### config.mk
export PLATFORM = sky130hd
export DESIGN_NAME = sorted_display_driver
export DESIGN_NICKNAME = d
export VERILOG_FILES = /design/src/rtl/sorted_display_driver.sv
export SDC_FILE = /design/constraint.sdc
export NUM_CORES = 1
export LEC_CHECK = 0
export CAP_MARGIN = 20
export CORE_UTILIZATION = 25
export DETAILED_ROUTE_END_ITERATION = 8
export DONT_BUFFER_PORTS = 1
export HOLD_SLACK_MARGIN = 0.02
export PLACE_DENSITY_LB_ADDON = 0.05
export SETUP_SLACK_MARGIN = 0.1
export SYNTH_ARGS = -nofsm -noshare
export SYNTH_HDL_FRONTEND = slang
export SYNTH_SLANG_ARGS = --single-unit
### constraint.sdc
create_clock -name clk -period 8.2 [get_ports clk]
set_input_delay 1.64 -clock clk [delete_from_list [all_inputs] [get_ports clk]]
set_output_delay 1.64 -clock clk [all_outputs]
set_load 0.02 [all_outputs]
### src/rtl/sorted_display_driver.sv
// Latches four sorted hex values on a rising start_display and scans them onto a
// 4-digit common-anode 7-segment display, pulsing frame_done at the end of each frame.
module sorted_display_driver #(
  parameter int REFRESH_DIV = 50000
) (
  input  logic       clk,
  input  logic       rst_n,
  input  logic       start_display,
  input  logic [3:0] sorted_num0,
  input  logic [3:0] sorted_num1,
  input  logic [3:0] sorted_num2,
  input  logic [3:0] sorted_num3,
  output logic [3:0] an,
  output logic [6:0] seg,
  output logic       frame_done
);

  localparam int CNT_W = (REFRESH_DIV > 2) ? $clog2(REFRESH_DIV) : 1;
  localparam logic [CNT_W-1:0] CNT_LAST = CNT_W'(REFRESH_DIV - 1);

  typedef enum logic {IDLE, SCAN} state_t;

  state_t           state, state_nxt;
  logic             start_d;
  logic             capture;
  logic [3:0][3:0]  lat, lat_nxt;
  logic [1:0]       digit, digit_nxt;
  logic [CNT_W-1:0] cnt, cnt_nxt;
  logic             frame_nxt;
  logic [3:0]       an_nxt;
  logic [6:0]       seg_nxt;

  function automatic logic [6:0] hex_to_seg(input logic [3:0] v);
    case (v)
      4'h0:    hex_to_seg = 7'b1000000;
      4'h1:    hex_to_seg = 7'b1111001;
      4'h2:    hex_to_seg = 7'b0100100;
      4'h3:    hex_to_seg = 7'b0110000;
      4'h4:    hex_to_seg = 7'b0011001;
      4'h5:    hex_to_seg = 7'b0010010;
      4'h6:    hex_to_seg = 7'b0000010;
      4'h7:    hex_to_seg = 7'b1111000;
      4'h8:    hex_to_seg = 7'b0000000;
      4'h9:    hex_to_seg = 7'b0010000;
      4'hA:    hex_to_seg = 7'b0001000;
      4'hB:    hex_to_seg = 7'b0000011;
      4'hC:    hex_to_seg = 7'b1000110;
      4'hD:    hex_to_seg = 7'b0100001;
      4'hE:    hex_to_seg = 7'b0000110;
      default: hex_to_seg = 7'b0001110;
    endcase
  endfunction

  // Outputs are derived from next-state values so they settle on the same edge as the state.
  always_comb begin
    capture   = start_display & ~start_d;
    state_nxt = state;
    lat_nxt   = lat;
    digit_nxt = digit;
    cnt_nxt   = cnt;
    frame_nxt = 1'b0;
    if (capture) begin
      lat_nxt   = {sorted_num3, sorted_num2, sorted_num1, sorted_num0};
      state_nxt = SCAN;
      digit_nxt = 2'd0;
      cnt_nxt   = '0;
    end else if (state == SCAN) begin
      if (cnt == CNT_LAST) begin
        cnt_nxt   = '0;
        digit_nxt = digit + 2'd1;
        frame_nxt = (digit == 2'd3);
      end else begin
        cnt_nxt = cnt + CNT_W'(1);
      end
    end
    an_nxt  = 4'b1111;
    seg_nxt = 7'b1111111;
    if (state_nxt == SCAN) begin
      an_nxt  = ~(4'b0001 << digit_nxt);
      seg_nxt = hex_to_seg(lat_nxt[digit_nxt]);
    end
  end

  always_ff @(posedge clk) begin
    if (!rst_n) begin
      state      <= IDLE;
      start_d    <= 1'b0;
      lat        <= '0;
      digit      <= 2'd0;
      cnt        <= '0;
      an         <= 4'b1111;
      seg        <= 7'b1111111;
      frame_done <= 1'b0;
    end else begin
      state      <= state_nxt;
      start_d    <= start_display;
      lat        <= lat_nxt;
      digit      <= digit_nxt;
      cnt        <= cnt_nxt;
      an         <= an_nxt;
      seg        <= seg_nxt;
      frame_done <= frame_nxt;
    end
  end

endmodule

==> impl_metrics.json, run 1 <==
{
  "clock_tree.htree_level_count": 2,
  "timing.hold.worst.class": "flop to flop",
  "worst_ir_drop_vdd_v": 0.00005960,
  "postSynthCellCount": 278,
  "wirelength_um": 5620,
  "drv.max_cap_violation_count": 0,
  "via_total_after_detailed_routing": 1802,
  "ctsLongestPathBuffers": 2,
  "tritoncts_clock_tree": "built",
  "setup_violation_total_in_the_final_timing_report": 0,
  "tightestPinTransition_ns": 0.9529,
  "critical-path-slowest-cell": "sky130_fd_sc_hd__dfxtp_1",
  "timing.final.max_slew_violations": 0,
  "antenna_left": 0,
  "detail_route.iter0.violations": 37,
  "startpoint_type": "flop",
  "synth-warning-count": 0,
  "layout.cells.most_common": "sky130_fd_sc_hd__nand2_1",
  "dpl.hpwl_um": 3908,
  "std_cell_rows": 35,
  "most_common_flop_cell_mapped_by_yosys": "sky130_fd_sc_hd__dfxtp_1",
  "asyncSetResetFlopFracSynth": 0,
  "initial_utilization": 0.2606,
  "cts_hold_repair.buffers": 0,
  "post-route-min-period_ns": 3.460,
  "main_combinational_cell_family_by_area_after_synthesis": "simple AND/OR/NAND/NOR gates",
  "number_of_cts_inserted_buffers": 5,
  "grt_use_total": 0.1228,
  "reg2reg_from": "digit[0]$_SDFF_PN0_",
  "reg2regPathDepth": 10,
  "kind_of_end_point_of_the_critical_path": "flop",
  "critPathMaxStageDelay_ns": 0.96,
  "relSlewSlack": 0.3638,
  "first_pass_iters": 4,
  "design.portCount": 31,
  "finalCritPeriodShare": 0.4220,
  "yosysTopAreaCell": "sky130_fd_sc_hd__dfxtp_1",
  "port-buffer-count": 0,
  "die_area_um2": 10170,
  "grt_pass1_wl_um": 9439,
  "commonest_non_fill_non_tap_cells_in_the_layout": "sky130_fd_sc_hd__nand2_1, sky130_fd_sc_hd__dfxtp_1, sky130_fd_sc_hd__nor2_1",
  "floorplan_die_width_um": 100.8,
  "synth_xor_xnor_area_share": 0.05738,
  "maximum_number_of_pins_on_one_net_before_global_route_repair": 29,
  "leakagePower_nw": 0.9120,
  "height_of_the_chip_um": 100.8,
  "cts.sink_count": 48,
  "crit_top_cell": "sky130_fd_sc_hd__ha_1",
  "final_cells": 397,
  "crit_path_cell_trace": "ha_1 > nor2b_1 > a22o_1 > a21oi_1 > a41oi_1 > inv_1 > ha_1 > and2_1 > o211a_1 > a31oi_1",
  "nNetsFinal": 294,
  "synth_compound_area_frac": 0.1465,
  "areaGrowthSynthToFinish_pct": 7.736,
  "synth-seq-cells": 48,
  "worst_setup_path_startpoint": "digit[0]$_SDFF_PN0_",
  "max_clock_freq_ghz": 0.2890,
  "clk-insertion-delay-late_ns": 0.31,
  "crit_type": "flop to flop",
  "synthAdderAreaFrac": 0.04098,
  "post-cts-setup-buffers": 0,
  "clk_root_buffer_cell": "sky130_fd_sc_hd__clkbuf_8",
  "finalHoldViolations": 0,
  "finalClockSkew_ns": 0.007785,
  "clk_transition_reported_paths_ns": 0.10,
  "place.detailed.instances": 389,
  "ys_top_cells_by_area": "sky130_fd_sc_hd__dfxtp_1, sky130_fd_sc_hd__nand2_1, sky130_fd_sc_hd__mux2i_1",
  "timing.setup.tns_ns": 0,
  "synth_largest_type_area_fraction": 0.3934,
  "synth_mux_area_frac": 0.08965,
  "rsz0062_at_grt": "false",
  "cp_data_arrival_time_ns": 3.70,
  "critPathRequiredTime_ns": 8.44,
  "yosys.cell_types.count": 44,
  "post_cts_resized": 0,
  "gr-total-overflow": 0,
  "grt_pass1_vias": 1813,
  "crit_fanout": 23,
  "synth-edff-count": 0,
  "syn-cell-area_um2": 2442,
  "share_of_the_yosys_chip_area_belonging_to_registers": 0.3934,
  "routedWlPerCell_um": 14.16,
  "setup.worst_path.end": "seg[3]$_SDFF_PN1_",
  "outcome": "completed",
  "synthSimpleGateAreaFrac": 0.2244,
  "synthesis.area_per_instance_um2": 8.785,
  "fp.coreArea_um2": 9371,
  "syn_nets": 305,
  "fraction_of_layout_instances_using_a_drive_strength_above_1": 0.08582,
  "viasPerCell": 4.539,
  "regToRegEndpoint": "seg[3]$_SDFF_PN1_",
  "diodes": 0,
  "r2r_setup_slack_ns": 4.74,
  "drcViolationCount": 0,
  "grt_antenna_before_repair": 0,
  "place.gp.congestion": 0.7596,
  "power_per_cell_area_nw_per_um2": 182.2
}
-- registers in the layout, indices dropped and copies added, names as in the netlist --
register	flops
cnt	16
frame_done	1
start_d	1
state	1
an	4
digit	2
seg	7
lat	16
-- routing by layer --
metal  vias up  wire, µm  track usage
met3         7       165      0.02913
li1        928         -            -
met1       843      2717       0.1630
met4         0        75      0.04013
met2        24      2661       0.1960
met5         -         0            0
-- how the worst min path moves through the flow --
stage / startpoint / to / slack, ns / cells after the start
6_report: lat[3]$_SDFF_PN0_ / lat[3]$_SDFF_PN0_ / 0.48 / 2
5_1_grt: lat[3]$_SDFF_PN0_ / lat[3]$_SDFF_PN0_ / 0.49 / 2
4_1_cts: lat[3]$_SDFF_PN0_ / lat[3]$_SDFF_PN0_ / 0.48 / 2
3_5_place_dp: lat[3]$_SDFF_PN0_ / lat[3]$_SDFF_PN0_ / 0.47 / 2
3_3_place_gp: lat[3]$_SDFF_PN0_ / lat[3]$_SDFF_PN0_ / 0.46 / 2
2_1_floorplan: lat[3]$_SDFF_PN0_ / lat[3]$_SDFF_PN0_ / 0.44 / 2
-- cell usage after synthesis, types with 2 or more instances --
cell and number:
sky130_fd_sc_hd__xnor2_1 5, sky130_fd_sc_hd__nand2_1 49, sky130_fd_sc_hd__nor2b_1 2, sky130_fd_sc_hd__a31oi_1 4
sky130_fd_sc_hd__nand4_1 2, sky130_fd_sc_hd__a21boi_0 16, sky130_fd_sc_hd__mux2i_1 14, sky130_fd_sc_hd__mux2_2 7
sky130_fd_sc_hd__xor2_1 11, sky130_fd_sc_hd__o221ai_1 3, sky130_fd_sc_hd__a22o_1 3, sky130_fd_sc_hd__nor2_1 30
sky130_fd_sc_hd__and4_1 4, sky130_fd_sc_hd__dfxtp_1 48, sky130_fd_sc_hd__buf_4 3, sky130_fd_sc_hd__buf_2 3
sky130_fd_sc_hd__a41oi_1 2, sky130_fd_sc_hd__nor3b_1 2, sky130_fd_sc_hd__nand2b_1 5, sky130_fd_sc_hd__buf_6 2
sky130_fd_sc_hd__o21ai_0 2, sky130_fd_sc_hd__nand3_1 14, sky130_fd_sc_hd__inv_1 3, sky130_fd_sc_hd__and2_1 2
sky130_fd_sc_hd__clkbuf_1 12, sky130_fd_sc_hd__a21oi_1 5, sky130_fd_sc_hd__ha_1 8
-- per-stage QoR --
step           worst slack, ns    util   power, W  cell area [µm²]  hold slack (ns)
3_3_place_gp             4.687  0.2685  0.0003052             2516           0.4561
2_1_floorplan            4.858       -  0.0002947             2442           0.4435
4_1_cts                  4.708  0.2808  0.0004907             2631           0.4811
6_report                 4.740  0.2808  0.0004793             2631           0.4776
5_1_grt                  4.401  0.2808  0.0005067             2631           0.4946
3_5_place_dp             4.629  0.2685  0.0003041             2516           0.4680
-- final cells by class --
| class | count | area (µm²) |
|---|---|---|
| clock buffer | 5 | 68.82 |
| clock inverter | 3 | 46.29 |
| tap | 129 | 161.4 |
| inverter | 3 | 11.26 |
| multi-input combinational | 207 | 1368 |
| sequential | 48 | 960.9 |
| timing repair buffer | 2 | 15.01 |
| fill | 1046 | 6740 |
-- critical path, delay by kind of cell (launching register included) --
family | cells | cell delay, ns
buf+inv | 1 | 0.17
compound gates | 5 | 1.09
simple gates | 2 | 0.34
flops | 1 | 0.96
fa+ha+maj | 2 | 0.83
-- report_power, final --
part / switching (W) / total, W / leakage [nW] / internal [W]
Clock: 0.0000898 / 0.000182 / 0.0548 / 0.0000921
Combinational: 0.0000259 / 0.0000438 / 0.465 / 0.0000179
Sequential: 0.0000112 / 0.000254 / 0.392 / 0.000242
Total: 0.000127 / 0.000479 / 0.912 / 0.000352
-- cell families after synthesis --
| family | count (synthesis) |
|---|---|
| AO/OA/AOI/OAI | 45 |
| multiplexers | 21 |
| AND/OR/NAND/NOR | 117 |
| flip-flops | 48 |
| XOR/XNOR | 16 |
| buffers and inverters | 23 |
| adder cells (fa/ha/maj) | 8 |
No activity file was read; power rests on OpenSTA's default activity.
==> run 2: changes to the inputs <==
Clock period 8.2 ns to 2.9 ns, I/O delays scaled along.
==> impl_metrics.json, run 2 (synthesis gave the netlist of run 1 again) <==
{
  "post-route-min-period_ns": 2.547,
  "place.detailed.instances": 401,
  "grt_use_total": 0.1251,
  "nNetsFinal": 306,
  "max_clock_freq_ghz": 0.3927,
  "via_total_after_detailed_routing": 1862,
  "critPathRequiredTime_ns": 3.12,
  "fp.coreArea_um2": 9371,
  "port-buffer-count": 0,
  "setup_violation_total_in_the_final_timing_report": 0,
  "worst_ir_drop_vdd_v": 0.0002266,
  "kind_of_end_point_of_the_critical_path": "flop",
  "drv.max_cap_violation_count": 0,
  "die_area_um2": 10170,
  "switching_fraction": 0.2550,
  "commonest_non_fill_non_tap_cells_in_the_layout": "sky130_fd_sc_hd__nand2_1, sky130_fd_sc_hd__dfxtp_1, sky130_fd_sc_hd__nor2_1",
  "finalHoldViolations": 0,
  "clk_root_buffer_cell": "sky130_fd_sc_hd__clkbuf_8",
  "fin_area_um2": 2753,
  "finalCritPeriodShare": 0.8781,
  "number_of_cts_inserted_buffers": 5,
  "switching_power_w": 0.0003517,
  "diodes": 0,
  "std_cell_rows": 35,
  "timing.hold.worst.class": "input pin to flop",
  "drcViolationCount": 0,
  "tightestPinTransition_ns": 0.5890,
  "areaGrowthSynthToFinish_pct": 12.70,
  "relSlewSlack": 0.6073,
  "crit_fanout": 13,
  "clk_transition_reported_paths_ns": 0.10,
  "reg_top3": "cnt x16, lat x16, seg x7",
  "power_per_cell_area_nw_per_um2": 501.1,
  "rsz0062_at_grt": "false",
  "power_frac_clock": 0.381,
  "finalClockSkew_ns": 0.005707,
  "cp_data_arrival_time_ns": 2.77,
  "place.gp.congestion": 0.7073,
  "grt_antenna_before_repair": 0,
  "floorplan_die_width_um": 100.8,
  "cts_hold_repair.buffers": 0,
  "wirelength_um": 5745,
  "clk-insertion-delay-late_ns": 0.30,
  "grt_pass1_vias": 1907,
  "routedWlPerCell_um": 14.05,
  "cts.sink_count": 48,
  "r2r_setup_slack_ns": 0.35,
  "layout.cells.most_common": "sky130_fd_sc_hd__nand2_1",
  "initial_utilization": 0.2606,
  "design.portCount": 31,
  "p_int_w": 0.001028,
  "antenna_left": 0,
  "startpoint_type": "flop",
  "final_cells": 409,
  "timing.final.max_slew_violations": 0,
  "crit_type": "flop to flop",
  "power_frac_comb": 0.099,
  "first_pass_iters": 4,
  "dpl.hpwl_um": 4218,
  "timing.setup.tns_ns": 0,
  "viasPerCell": 4.553,
  "p_seq_frac": 0.519,
  "height_of_the_chip_um": 100.8,
  "grt_pass1_wl_um": 9680,
  "outcome": "completed",
  "clock_tree.htree_level_count": 2,
  "tritoncts_clock_tree": "built",
  "placement_cell_area_um2": 2614,
  "design_power_total_w": 0.001379,
  "leakagePower_nw": 0.9808,
  "detail_route.iter0.violations": 47,
  "gr-total-overflow": 0,
  "ctsLongestPathBuffers": 2,
  "fraction_of_layout_instances_using_a_drive_strength_above_1": 0.1429,
  "maximum_number_of_pins_on_one_net_before_global_route_repair": 23
}
## run 2: cell count changes in the layout (fill, tap and decap cells not counted), sizes merged
| cell | before | now |
|---|---|---|
| buf | 2 | 14 |
| clkbuf | 5 | 6 |
| clkinv | 0 | 1 |
| clkinvlp | 1 | 0 |
| inv | 4 | 3 |
## run 2: power groups by stage
stage / combinational [W] / clock (W) / sequential (W)
after floorplan: 0.000109 / 0 / 0.000725
after global placement: 0.000142 / 0 / 0.000733
after detailed placement: 0.000139 / 0 / 0.000733
after CTS: 0.000139 / 0.000548 / 0.000717
after global routing: 0.000157 / 0.000573 / 0.000720
final: 0.000137 / 0.000526 / 0.000716
## run 2: area by class of cell
class                           count  area (µm²)
Tap cell                          129       161.4
Clock buffer                        6       82.58
Clock inverter                      2       38.79
Timing Repair Buffer               14       108.9
Fill cell                        1046        6619
Inverter                            3       11.26
Sequential cell                    48       960.9
Multi-Input combinational cell    207        1389
## run 2: worst max-delay path, cell delays in order, from the launching register on
cell and delay [ns]:
sky130_fd_sc_hd__dfxtp_1 0.36, sky130_fd_sc_hd__nor4bb_2 0.39, sky130_fd_sc_hd__and4_4 0.38, sky130_fd_sc_hd__buf_4 0.20, sky130_fd_sc_hd__mux2i_1 0.11, sky130_fd_sc_hd__o41ai_4 0.29
sky130_fd_sc_hd__buf_4 0.25, sky130_fd_sc_hd__nor2_1 0.08, sky130_fd_sc_hd__o211a_1 0.22, sky130_fd_sc_hd__a31oi_1 0.18
## run 2: timing repair
| action | 4_1_cts | 5_1_grt |
|---|---|---|
| resized for setup | 0 | 6 |
| endpoints found under the setup margin | 0 | 6 |
| buffers inserted | 0 | 0 |
## run 2: routing by layer
layer  vias to the layer above  global-route usage  share of wire
li1                        957                   -              -
met1                       874              0.1568           0.48
met2                        24              0.2160           0.48
met3                         7             0.02566          0.030
met4                         0             0.03679          0.012
met5                         -                   0              0
## run 2: metrics by stage
stage / util / setup slack (ns) / hold WS [ns]
after floorplan: - / 0.1451 / 0.4435
after global placement: 0.2789 / 0.2311 / 0.4612
after detailed placement: 0.2789 / 0.1943 / 0.4693
after CTS: 0.2919 / 0.1660 / 0.3782
after global routing: 0.2937 / 0.08080 / 0.3676
final: 0.2937 / 0.3534 / 0.3915
## run 2: worst paths after layout
path	startpoint	depth (start not counted)	end
worst max register to register	cnt[7]$_SDFFE_PP0P_	9	seg[3]$_SDFF_PN1_
worst min-delay path	start_display	1	start_d$_SDFF_PN0_
worst min register to register	lat[3]$_SDFF_PN0_	2	lat[3]$_SDFF_PN0_
worst max-delay path	cnt[7]$_SDFFE_PP0P_	9	seg[3]$_SDFF_PN1_
